<file path="config.mk">
export PLATFORM = sky130hd
export DESIGN_NAME = mult_div_unit_flat
export DESIGN_NICKNAME = d
export VERILOG_FILES = /design/src/rtl/mult_div_unit_pkg.sv /design/src/rtl/mult_div_unit_if.sv /design/src/rtl/mult_div_unit_cond_neg.sv /design/src/rtl/mult_div_unit.sv /design/src/flat_wrapper.sv
export SDC_FILE = /design/constraint.sdc
export NUM_CORES = 1
export LEC_CHECK = 0
export BUFFER_PORTS_ARGS = -buffer_cell sky130_fd_sc_hd__clkbuf_2
export CORE_MARGIN = 3
export CORE_UTILIZATION = 35
export DETAILED_ROUTE_END_ITERATION = 12
export PLACE_DENSITY_LB_ADDON = 0.2
export SETUP_SLACK_MARGIN = 0.05
export SYNTH_ARGS = -nofsm -noshare
export SYNTH_HDL_FRONTEND = slang
export SYNTH_HIERARCHICAL = 1
export SYNTH_SLANG_ARGS = --single-unit
export TNS_END_PERCENT = 1
</file>
<file path="constraint.sdc">
create_clock -name clock -period 5.2 [get_ports clock]
set_input_delay 1.04 -clock clock [delete_from_list [all_inputs] [get_ports clock]]
set_output_delay 1.04 -clock clock [all_outputs]
set_load 0.1 [all_outputs]
</file>
<file path="src/rtl/mult_div_unit_pkg.sv">
// Shared definitions for the multicycle multiply/divide unit: operation
// codes, FSM state encodings and the counter-width helper.
package mdu_pkg;

    localparam logic [1:0] MDU_MULT  = 2'b00;
    localparam logic [1:0] MDU_MULTU = 2'b01;
    localparam logic [1:0] MDU_DIV   = 2'b10;
    localparam logic [1:0] MDU_DIVU  = 2'b11;

    localparam logic [1:0] IDLE = 2'd0;
    localparam logic [1:0] RUN  = 2'd1;
    localparam logic [1:0] FIX  = 2'd2;
    localparam logic [1:0] ZDIV = 2'd3;

    // Ceiling log2; wide enough for an iteration counter holding WIDTH-1.
    function automatic int unsigned clog2(input int unsigned v);
        int unsigned r;
        r = 0;
        while ((64'd1 << r) < 64'(v)) begin
            r = r + 1;
        end
        return r;
    endfunction

endpackage

</file>
<file path="src/rtl/mult_div_unit_if.sv">
// Control-unit <-> multiply/divide unit handshake and operand/result bus.
interface mult_div_unit_if #(
    parameter int unsigned WIDTH = 32
);
    logic             start;
    logic [1:0]       op;
    logic [WIDTH-1:0] a;
    logic [WIDTH-1:0] b;
    logic             busy;
    logic             done;
    logic             div_zero;
    logic [WIDTH-1:0] hi;
    logic [WIDTH-1:0] lo;

    modport master (
        output start, op, a, b,
        input  busy, done, div_zero, hi, lo
    );

    modport slave (
        input  start, op, a, b,
        output busy, done, div_zero, hi, lo
    );
endinterface

</file>
<file path="src/rtl/mult_div_unit_cond_neg.sv">
// Combinational conditional two's-complement negate.
module mdu_cond_neg #(
    parameter int unsigned W = 32
) (
    input  logic [W-1:0] value_i,
    input  logic         neg_i,
    output logic [W-1:0] value_o
);
    // Pass through or negate.
    always_comb begin
        value_o = neg_i ? ('0 - value_i) : value_i;
    end
endmodule

</file>
<file path="src/rtl/mult_div_unit.sv">
// Multicycle multiply/divide unit owning the HI/LO pair. Operates on
// magnitudes (shift-add multiply, restoring divide), one bit per cycle,
// and applies the result signs in a final fix-up cycle.
module mult_div_unit #(
    parameter int unsigned WIDTH = 32
) (
    input  logic           clock,
    input  logic           reset,
    mult_div_unit_if.slave bus
);
    import mdu_pkg::*;

    localparam int unsigned CW = clog2(WIDTH);

    logic [1:0]         state_q, state_d;
    logic [CW-1:0]      cnt_q, cnt_d;
    logic [1:0]         op_q, op_d;
    logic [WIDTH-1:0]   mb_q, mb_d;
    logic [2*WIDTH-1:0] acc_q, acc_d;
    logic               neg_lo_q, neg_lo_d;
    logic               neg_hi_q, neg_hi_d;
    logic [WIDTH-1:0]   hi_q, hi_d;
    logic [WIDTH-1:0]   lo_q, lo_d;
    logic               done_q, done_d;
    logic               dz_q, dz_d;

    logic               in_signed;
    logic [WIDTH-1:0]   mag_a, mag_b;
    logic [WIDTH:0]     mul_sum;
    logic [2*WIDTH-1:0] mul_next;
    logic [WIDTH:0]     div_shift, div_diff;
    logic               div_ge;
    logic [2*WIDTH-1:0] div_next;
    logic [2*WIDTH-1:0] wide_in, wide_fix;
    logic [WIDTH-1:0]   rem_fix;

    assign in_signed = ~bus.op[0];

    mdu_cond_neg #(.W(WIDTH)) u_abs_a (
        .value_i (bus.a),
        .neg_i   (in_signed & bus.a[WIDTH-1]),
        .value_o (mag_a)
    );

    mdu_cond_neg #(.W(WIDTH)) u_abs_b (
        .value_i (bus.b),
        .neg_i   (in_signed & bus.b[WIDTH-1]),
        .value_o (mag_b)
    );

    // Divide only needs the low half negated by the quotient sign, so the
    // wide instance sees a zero-extended quotient and serves both cases.
    assign wide_in = op_q[1] ? {{WIDTH{1'b0}}, acc_q[WIDTH-1:0]} : acc_q;

    mdu_cond_neg #(.W(2*WIDTH)) u_fix_wide (
        .value_i (wide_in),
        .neg_i   (neg_lo_q),
        .value_o (wide_fix)
    );

    mdu_cond_neg #(.W(WIDTH)) u_fix_rem (
        .value_i (acc_q[2*WIDTH-1:WIDTH]),
        .neg_i   (neg_hi_q),
        .value_o (rem_fix)
    );

    // One iteration step: shift-add multiply and restoring divide.
    always_comb begin
        mul_sum   = {1'b0, acc_q[2*WIDTH-1:WIDTH]} + (acc_q[0] ? {1'b0, mb_q} : '0);
        mul_next  = {mul_sum, acc_q[WIDTH-1:1]};
        div_shift = {acc_q[2*WIDTH-1:WIDTH], acc_q[WIDTH-1]};
        div_diff  = div_shift - {1'b0, mb_q};
        div_ge    = ~div_diff[WIDTH];
        div_next  = {(div_ge ? div_diff[WIDTH-1:0] : div_shift[WIDTH-1:0]),
                     acc_q[WIDTH-2:0], div_ge};
    end

    // Next-state and datapath control.
    always_comb begin
        state_d  = state_q;
        cnt_d    = cnt_q;
        op_d     = op_q;
        mb_d     = mb_q;
        acc_d    = acc_q;
        neg_lo_d = neg_lo_q;
        neg_hi_d = neg_hi_q;
        hi_d     = hi_q;
        lo_d     = lo_q;
        done_d   = 1'b0;
        dz_d     = 1'b0;
        case (state_q)
            IDLE: begin
                if (bus.start) begin
                    op_d     = bus.op;
                    neg_lo_d = in_signed & (bus.a[WIDTH-1] ^ bus.b[WIDTH-1]);
                    neg_hi_d = in_signed & bus.a[WIDTH-1];
                    cnt_d    = CW'(WIDTH - 1);
                    if (bus.op[1]) begin
                        mb_d  = mag_b;
                        acc_d = {{WIDTH{1'b0}}, mag_a};
                        state_d = (bus.b == '0) ? ZDIV : RUN;
                    end else begin
                        mb_d  = mag_a;
                        acc_d = {{WIDTH{1'b0}}, mag_b};
                        state_d = RUN;
                    end
                end
            end
            RUN: begin
                acc_d = op_q[1] ? div_next : mul_next;
                cnt_d = cnt_q - CW'(1);
                if (cnt_q == '0) begin
                    state_d = FIX;
                end
            end
            FIX: begin
                hi_d    = op_q[1] ? rem_fix : wide_fix[2*WIDTH-1:WIDTH];
                lo_d    = wide_fix[WIDTH-1:0];
                done_d  = 1'b1;
                state_d = IDLE;
            end
            ZDIV: begin
                done_d  = 1'b1;
                dz_d    = 1'b1;
                state_d = IDLE;
            end
            default: state_d = IDLE;
        endcase
    end

    // State registers with synchronous reset.
    always_ff @(posedge clock) begin
        if (reset) begin
            state_q  <= IDLE;
            cnt_q    <= '0;
            op_q     <= '0;
            mb_q     <= '0;
            acc_q    <= '0;
            neg_lo_q <= 1'b0;
            neg_hi_q <= 1'b0;
            hi_q     <= '0;
            lo_q     <= '0;
            done_q   <= 1'b0;
            dz_q     <= 1'b0;
        end else begin
            state_q  <= state_d;
            cnt_q    <= cnt_d;
            op_q     <= op_d;
            mb_q     <= mb_d;
            acc_q    <= acc_d;
            neg_lo_q <= neg_lo_d;
            neg_hi_q <= neg_hi_d;
            hi_q     <= hi_d;
            lo_q     <= lo_d;
            done_q   <= done_d;
            dz_q     <= dz_d;
        end
    end

    assign bus.busy     = (state_q == RUN) || (state_q == FIX);
    assign bus.done     = done_q;
    assign bus.div_zero = dz_q;
    assign bus.hi       = hi_q;
    assign bus.lo       = lo_q;

endmodule
</file>
<file path="src/flat_wrapper.sv">
// flat-port wrapper written by rule: the top's interface ports become plain ports
module mult_div_unit_flat import mdu_pkg::*;
#(
    parameter int unsigned WIDTH = 32
)
  (clock, reset, bus_start, bus_op, bus_a, bus_b, bus_busy, bus_done, bus_div_zero, bus_hi, bus_lo);
  mult_div_unit_if #(.WIDTH(WIDTH)) bus_i ();
  input  logic clock;
  input  logic reset;
  input wire logic [$bits(bus_i.start)-1:0] bus_start;
  input wire logic [$bits(bus_i.op)-1:0] bus_op;
  input wire logic [$bits(bus_i.a)-1:0] bus_a;
  input wire logic [$bits(bus_i.b)-1:0] bus_b;
  output wire logic [$bits(bus_i.busy)-1:0] bus_busy;
  output wire logic [$bits(bus_i.done)-1:0] bus_done;
  output wire logic [$bits(bus_i.div_zero)-1:0] bus_div_zero;
  output wire logic [$bits(bus_i.hi)-1:0] bus_hi;
  output wire logic [$bits(bus_i.lo)-1:0] bus_lo;
  assign bus_i.start = bus_start;
  assign bus_i.op = bus_op;
  assign bus_i.a = bus_a;
  assign bus_i.b = bus_b;
  assign bus_busy = bus_i.busy;
  assign bus_done = bus_i.done;
  assign bus_div_zero = bus_i.div_zero;
  assign bus_hi = bus_i.hi;
  assign bus_lo = bus_i.lo;
  mult_div_unit #(.WIDTH(WIDTH)) u_core (.clock(clock), .reset(reset), .bus(bus_i));
endmodule
</file>
==> results of run 1 <==
==> power groups by stage <==
stage,clock (mW),combinational (mW),sequential [mW]
CTS,1.31,2.89,1.84
floorplan,0,1.75,2.26
finish,1.28,2.90,1.84
detailed placement,0,2.88,1.87
global placement,0,2.88,1.86
global route,1.36,3.13,1.87
==> cell type report <==
cell class / count / area (um^2)
inverters: 73 / 274
well taps: 592 / 741
fillers: 4593 / 27000
clock buffers: 18 / 439
repair buffers: 160 / 868
multi-input cells: 1659 / 11700
flip-flops and latches: 172 / 3450
clock inverters: 13 / 124
==> registers in the layout (all words and copies together), names as in the netlist, 2 cells and up <==
register,count
u_core/cnt_q,5
u_core/acc_q,64
u_core/mb_q,32
u_core/bus.lo,32
u_core/bus.hi,32
u_core/state_q,2
==> routing by layer <==
layer / vias to the layer above / global-route usage [%] / routed length, um
li1: 7629 / - / -
met1: 7383 / 29.8 / 24800
met2: 437 / 37.0 / 26000
met3: 59 / 3.03 / 2570
met4: 0 / 7.15 / 1660
met5: - / 0 / 0
==> placed cells by master, fill, tap and decap left out, types with 10 or more instances in the layout <==
| master | instances |
|---|---|
| sky130_fd_sc_hd__nor2_1 | 196 |
| sky130_fd_sc_hd__xnor2_1 | 182 |
| sky130_fd_sc_hd__dfxtp_1 | 170 |
| sky130_fd_sc_hd__mux2i_1 | 151 |
| sky130_fd_sc_hd__clkbuf_2 | 133 |
| sky130_fd_sc_hd__a211oi_1 | 133 |
| sky130_fd_sc_hd__nand2_1 | 115 |
| sky130_fd_sc_hd__a21oi_1 | 108 |
| sky130_fd_sc_hd__o21ai_0 | 75 |
| sky130_fd_sc_hd__inv_1 | 73 |
| sky130_fd_sc_hd__ha_1 | 72 |
| sky130_fd_sc_hd__nor2b_1 | 71 |
| sky130_fd_sc_hd__o31ai_1 | 50 |
| sky130_fd_sc_hd__o41ai_1 | 45 |
| sky130_fd_sc_hd__and2_1 | 39 |
| sky130_fd_sc_hd__a21o_1 | 29 |
| sky130_fd_sc_hd__nor3_1 | 29 |
| sky130_fd_sc_hd__buf_4 | 27 |
| sky130_fd_sc_hd__nor4_1 | 27 |
| sky130_fd_sc_hd__nand2b_1 | 25 |
| sky130_fd_sc_hd__nand3_1 | 24 |
| sky130_fd_sc_hd__nand4_1 | 23 |
| sky130_fd_sc_hd__or3_1 | 23 |
| sky130_fd_sc_hd__or4_1 | 22 |
| sky130_fd_sc_hd__o21ai_1 | 19 |
| sky130_fd_sc_hd__clkbuf_16 | 17 |
| sky130_fd_sc_hd__a22oi_1 | 17 |
| sky130_fd_sc_hd__xor2_1 | 16 |
| sky130_fd_sc_hd__o211ai_1 | 12 |
| sky130_fd_sc_hd__and3_1 | 11 |
| sky130_fd_sc_hd__or2_2 | 10 |
==> stage by stage <==
stage                     worst slack (ns)  util [%]  instances
after global routing                 0.562      39.5       2687
after CTS                            0.984      39.5       2687
after global placement                1.14      38.2       2656
final                                0.899      39.5       2687
after detailed placement              1.01      38.2       2656
after floorplan                       1.36         -       2039
==> Yosys cell counts, drive strengths merged (40+ instances only) <==
cell	number	share of area, %
a211oi	133	6.3
a21oi	108	3.4
and2	40	1.6
buf	41	1.4
clkbuf	94	2.2
dfxtp	172	22
ha	74	5.8
inv	73	1.7
mux2i	151	9.5
nand2	115	2.7
nor2	197	4.6
nor2b	73	2.9
o21ai	95	3.0
o31ai	50	2.4
o41ai	54	3.4
xnor2	182	10
==> critical path, cell delays in order (launching register included) <==
cell and delay [ns]:
sky130_fd_sc_hd__dfxtp_1 0.51, sky130_fd_sc_hd__inv_1 0.08, sky130_fd_sc_hd__ha_1 0.21, sky130_fd_sc_hd__fa_1 0.39
sky130_fd_sc_hd__nand2b_1 0.22, sky130_fd_sc_hd__a21oi_1 0.30, sky130_fd_sc_hd__o41a_1 0.35, sky130_fd_sc_hd__a22oi_2 0.12
sky130_fd_sc_hd__a21oi_1 0.36, sky130_fd_sc_hd__or3_1 0.52, sky130_fd_sc_hd__and2_1 0.29, sky130_fd_sc_hd__buf_4 0.43
sky130_fd_sc_hd__mux2i_1 0.23, sky130_fd_sc_hd__o221ai_1 0.14
==> kinds of logic (layout without fill, tap and decap cells) <==
logic type	after synthesis	after routing	synth area share (%)
fa+ha+maj	76	76	6.05
compound gates	573	573	25.1
flops	172	172	21.6
simple gates	660	660	21.5
mux	152	152	9.54
buf+inv	208	264	5.36
xor+xnor	198	198	10.9
==> how the worst max path moves through the flow <==
| stage | slack [ns] | to | startpoint | depth (start not counted) |
|---|---|---|---|---|
| floorplan | 1.36 | u_core/bus.hi[31] | u_core/op_q[1] | 12 |
| global placement | 1.14 | u_core/acc_q[54] | u_core/acc_q[31] | 13 |
| global route | 0.56 | u_core/acc_q[56] | u_core/acc_q[31] | 13 |
| detailed placement | 1.01 | u_core/acc_q[56] | u_core/acc_q[31] | 13 |
| finish | 0.90 | u_core/acc_q[56] | u_core/acc_q[31] | 13 |
| CTS | 0.98 | u_core/acc_q[56] | u_core/acc_q[31] | 13 |
==> summary.txt, run 1 <==
Timing
  • Clock period minus final worst setup slack: 4.30 ns
  • Final worst-path cycle share: 82.7%
  • Final hold vios: 0
  • Tightest hold margin: 0.468 ns
  • Post-route setup TNS: 0 ns
  • Achievable Freq: 0.233 GHz
  • Setup repair after global routing missed its margin: false
  • Clock Skew: 0.00948 ns
  • Max transition margin: 21.7%
  • Endpoints failing setup: 0
  • Final count of pins violating max slew: 0
  • Slew of the pin with the lowest slew margin: 1.17 ns

Detailed routing
  • Post-detailed-route via-to-cell ratio: 5.77
  • Wire per inst: 20.5 um
  • Number of remaining DRC errors: 0
  • Number of search-and-repair iterations in the first detailed-routing pass: 6
  • Total Wirelength: 55,000 um
  • DR vias: 15,508
  • Remaining antenna violation count: 0
  • Violation count after the first detailed-routing iteration: 1,213

Pwr
  • Switching power total: 2.94 mW
  • Worst vdd ir: 0.186 mV
  • Final Power: 6.02 mW
  • Logic gate share of total power: 48.2%
  • Power density of the placed cells: 342 nW/um^2
  • Proportion of power drawn by flip-flops and latches: 30.6%
  • LEAKAGE: 6.74 nW
  • Sw Share: 48.8%
  • Clock group share of total power: 21.2%
  • Internal power contribution: 3.08 mW

Die
  • Area of the core region: 44,600 um^2
  • Die Span X: 220 um
  • Number of primary I/O pins: 136
  • Die Outline Area: 48,200 um^2
  • Initial standard-cell utilization of the core: 35.8%
  • Number of standard-cell rows in the floorplan: 77
  • Die Span Y: 220 um

Clock tree
  • Maximum clock path buffer count: 2
  • Number of buffers created by CTS: 17
  • Number of buffers inserted by hold repair at cts: 0
  • Clock Latency Late Sink: 0.45 ns
  • CTS tree: yes
  • CTS H-tree lvls: 4
  • Number of buffers inserted to repair setup after CTS: 0
  • Clk sinks: 172
  • Count of cells resized by post-cts repair: 0
  • Clock slew at reported path FFs: 0.07 ns
  • Clk root buf: sky130_fd_sc_hd__clkbuf_16

Critical path
  • Largest fanout of any net on the critical path: 24
  • Nature of the critical path endpoint: register
  • Depth of the most critical reg-to-reg path: 13
  • Category of the worst setup path launch point: register
  • Data required time at the worst endpoint: 5.51 ns
  • Worst reg2reg path startpoint: u_core/acc_q[31]
  • Setup slack of the worst register-to-register path: 0.90 ns
  • Reg-to-reg endpoint: u_core/acc_q[56]
  • Critical Path AT: 4.61 ns
  • Start-to-end type of the worst setup path: register to register

Place
  • Input/output buffers: 135
  • Routability congestion estimate from global placement: 0.947
  • HPWL reported at the end of detailed placement: 42,900 um
  • Total placed instance area: 17,000 um^2

Synthesis
  • Post-synthesis area per instance: 7.83 um^2
  • Distinct cells, synth: 76
  • Seq/Total Area, Yosys: 21.6%
  • Number of synthesized register bits: 172
  • Ys Warns: 6
  • Fraction of registers with async set or reset after synthesis: 0%
  • Most used DFF post-synth: sky130_fd_sc_hd__dfxtp_1
  • Number of standard cells after synthesis: 2,039
  • EDFF count, synth: 0
  • Mapped Nets: 2,184
  • Post-synthesis instance area: 16,000 um^2

Min path
  • Source of the worst hold timing path: u_core/neg_hi_q
  • End point of the worst hold path: u_core/neg_hi_q
  • Hold depth: 2
  • HP Class: register to register

GRT
  • Largest net degree at the start of global routing: 98
  • Global-route wire length before repair: 83,900 um
  • Initial antenna violation count: 0
  • Via count of the first global-routing pass: 14,295
  • Gr usage total: 22.3%
  • Grt ovf: 0

Layout
  • Ratio of cells with drive above 1 in the final layout: 11.4%
  • Layout net count: 2,228
  • Final standard cell area without fillers: 17,600 um^2
  • Area grow syn2layout: 10.3%
  • Antenna diode count: 0

Run
  • Max-capacitance violation count: 0

Run status
  • Run status: finished, final reports clean
Note: power is estimated with default switching activity, not from simulation.
==> inputs of run 2 (changes only) <==
==> constraint.sdc (replaced) <==
create_clock -name clock -period 4.22 [get_ports clock]
set_input_delay 0.844 -clock clock [delete_from_list [all_inputs] [get_ports clock]]
set_output_delay 0.844 -clock clock [all_outputs]
set_load 0.1 [all_outputs]
==> summary.txt, run 2 (synthesis results as in run 1) <==
Run status
  • Run status: finished, final reports clean (unchanged)

Die
  • Number of standard-cell rows in the floorplan: 77 (unchanged)
  • Initial standard-cell utilization of the core: 35.8% (unchanged)
  • Die Span X: 220 um (unchanged)
  • Number of primary I/O pins: 136 (unchanged)
  • Die Span Y: 220 um (unchanged)
  • Area of the core region: 44,600 um^2 (unchanged)
  • Die Outline Area: 48,200 um^2 (unchanged)

Pwr
  • Proportion of power drawn by flip-flops and latches: 29.7% (was 30.6%)
  • Switching power total: 3.64 mW (was 2.94 mW)
  • Internal power contribution: 3.86 mW (was 3.08 mW)
  • LEAKAGE: 6.92 nW (was 6.74 nW)
  • Logic gate share of total power: 49.4% (was 48.2%)
  • Sw Share: 48.5% (was 48.8%)
  • Power density of the placed cells: 420 nW/um^2 (was 342 nW/um^2)
  • Clock group share of total power: 21.0% (was 21.2%)
  • Worst vdd ir: 0.290 mV (was 0.186 mV)

Detailed routing
  • Total Wirelength: 55,900 um (was 55,000 um)
  • Number of remaining DRC errors: 0 (unchanged)
  • Violation count after the first detailed-routing iteration: 1,224 (was 1,213)
  • Number of search-and-repair iterations in the first detailed-routing pass: 5 (was 6)
  • DR vias: 15,714 (was 15,508)
  • Post-detailed-route via-to-cell ratio: 5.77 (about the same)
  • Remaining antenna violation count: 0 (unchanged)
  • Wire per inst: 20.5 um (about the same)

Critical path
  • Worst reg2reg path startpoint: u_core/op_q[1] (was u_core/acc_q[31])
  • Critical Path Slowest Stage Cell: sky130_fd_sc_hd__dfxtp_4 (was sky130_fd_sc_hd__or3_1)
  • Start-to-end type of the worst setup path: register to register (unchanged)
  • Maximum cell stage delay along the critical path: 0.74 ns (was 0.52 ns)
  • Critical Path AT: 4.20 ns (was 4.61 ns)
  • Data required time at the worst endpoint: 4.59 ns (was 5.51 ns)
  • Nature of the critical path endpoint: register (unchanged)
  • Setup slack of the worst register-to-register path: 0.40 ns (was 0.90 ns)
  • Depth of the most critical reg-to-reg path: 9 (was 13)
  • Category of the worst setup path launch point: register (unchanged)
  • Largest fanout of any net on the critical path: 48 (was 24)
  • Crit path cell chain: buf_4 > nor2b_1 > or3_1 > nor4_2 > nand4_1 > o41ai_1 > xnor2_1 > mux2i_1 > a211oi_1 (was inv_1 > ha_1 > fa_1 > nand2b_1 > a21oi_1 > o41a_1 > a22oi_2 > a21oi_1 > or3_1 > and2_1 > buf_4 > mux2i_1 > o221ai_1)
  • Reg-to-reg endpoint: u_core/bus.hi[30] (was u_core/acc_q[56])

Clock tree
  • Maximum clock path buffer count: 2 (unchanged)
  • Clk root buf: sky130_fd_sc_hd__clkbuf_16 (unchanged)
  • CTS tree: yes (unchanged)
  • Clk sinks: 172 (unchanged)
  • Clock Latency Late Sink: 0.46 ns (was 0.45 ns)
  • CTS H-tree lvls: 4 (unchanged)
  • Number of buffers inserted to repair setup after CTS: 0 (unchanged)
  • Clock slew at reported path FFs: 0.07 ns (about the same)
  • Number of buffers created by CTS: 17 (unchanged)

Timing
  • Slew of the pin with the lowest slew margin: 1.23 ns (was 1.17 ns)
  • Final worst-path cycle share: 90.6% (was 82.7%)
  • Fin worst setup slack: 0.396 ns (was 0.899 ns)
  • Final hold vios: 0 (unchanged)
  • Clock period minus final worst setup slack: 3.82 ns (was 4.30 ns)
  • Clock Skew: 0.0158 ns (was 0.00948 ns)
  • Max transition margin: 18.0% (was 21.7%)
  • Post-route setup TNS: 0 ns (unchanged)
  • Achievable Freq: 0.262 GHz (was 0.233 GHz)
  • Endpoints failing setup: 0 (unchanged)
  • Final count of pins violating max slew: 0 (unchanged)
  • Setup repair after global routing missed its margin: false (unchanged)

Place
  • Routability congestion estimate from global placement: 0.946 (was 0.947)
  • HPWL reported at the end of detailed placement: 43,400 um (was 42,900 um)
  • Worst setup slack before clock tree synthesis: 0.252 ns (was 1.01 ns)
  • Input/output buffers: 135 (unchanged)

Min path
  • End point of the worst hold path: u_core/bus.hi[23] (was u_core/neg_hi_q)
  • HP Class: register to register (unchanged)
  • Source of the worst hold timing path: u_core/bus.hi[23] (was u_core/neg_hi_q)
  • Hold depth: 2 (unchanged)

Layout
  • Most common library cell in the layout ignoring fill and taps: sky130_fd_sc_hd__nor2_1 (unchanged)
  • Ratio of cells with drive above 1 in the final layout: 12.9% (was 11.4%)
  • Number of flip-flops in the largest register: 64 (unchanged)
  • Highest-count cells in the layout ignoring fill and taps: sky130_fd_sc_hd__nor2_1 (196), sky130_fd_sc_hd__xnor2_1 (182), sky130_fd_sc_hd__dfxtp_1 (170) (unchanged)
  • Area grow syn2layout: 12.1% (was 10.3%)
  • Register with the highest flop count: u_core/acc_q (unchanged)
  • Layout net count: 2,261 (was 2,228)

GRT
  • Via count of the first global-routing pass: 14,448 (was 14,295)
  • Grt ovf: 0 (unchanged)
  • Gr usage total: 22.8% (was 22.3%)
  • Largest net degree at the start of global routing: 88 (was 98)
  • Global-route wire length before repair: 85,400 um (was 83,900 um)
  • Initial antenna violation count: 0 (unchanged)

Run
  • Max-capacitance violation count: 0 (unchanged)
run 2: layer usage:
metal	global-route usage, %	part of all wire [%]	routed length (um)
met1	30.6	45	25200
met2	37.5	47	26100
met3	2.96	4.9	2720
met4	8.04	3.5	1940
met5	0	0	0
run 2: repair_timing:
| action | in CTS | in global routing |
|---|---|---|
| gates resized for setup | 0 | 1 |
| hold buffers | 0 | 0 |
| endpoints found under the setup margin | 0 | 9 |
run 2: layout make-up:
type,instances,area [um^2]
diodes,1,2.50
clock buffers,18,439
clock inverters,14,130
fillers,4664,26700
inverters,73,274
multi-input cells,1659,11700
flip-flops and latches,172,3450
well taps,592,741
repair buffers,193,1140
run 2: critical path, delay by kind of cell (launching register included):
kind | cells | cell delay [ns]
AOI/OAI and AO/OA | 2 | 0.72
xor gates and xnor gates | 1 | 0.17
buffers and inverters | 1 | 0.42
DFF | 1 | 0.74
muxes | 1 | 0.11
and+or+nand+nor | 4 | 1.57
run 2: per-stage QoR:
stage	power, mW	util (%)	hold slack [ns]	std cells	cell area [um^2]
2_1_floorplan	4.94	-	0.449	2039	16000
3_3_place_gp	5.92	38.8	0.472	2689	17300
3_5_place_dp	5.93	38.8	0.478	2689	17300
4_1_cts	7.54	40.1	0.487	2721	17900
5_1_grt	7.95	40.1	0.516	2721	17900
6_report	7.50	40.1	0.483	2722	17900
run 2: worst max-delay path by stage:
| stage | startpoint | end | slack (ns) | cells past startpoint |
|---|---|---|---|---|
| 5_1_grt | u_core/op_q[1] | u_core/bus.hi[30] | 0.09 | 9 |
| 2_1_floorplan | u_core/op_q[1] | u_core/bus.hi[31] | 0.38 | 12 |
| 3_3_place_gp | u_core/op_q[1] | u_core/bus.hi[26] | 0.14 | 9 |
| 4_1_cts | u_core/op_q[1] | u_core/bus.hi[30] | 0.23 | 9 |
| 6_report | u_core/op_q[1] | u_core/bus.hi[30] | 0.40 | 9 |
| 3_5_place_dp | u_core/op_q[1] | u_core/bus.hi[26] | 0.25 | 9 |
run 2: power groups by stage:
stage	clock (mW)	combinational (mW)	sequential [mW]
2_1_floorplan	0	2.15	2.78
3_3_place_gp	0	3.66	2.25
3_5_place_dp	0	3.67	2.26
4_1_cts	1.63	3.69	2.22
5_1_grt	1.68	4.00	2.27
6_report	1.57	3.70	2.23
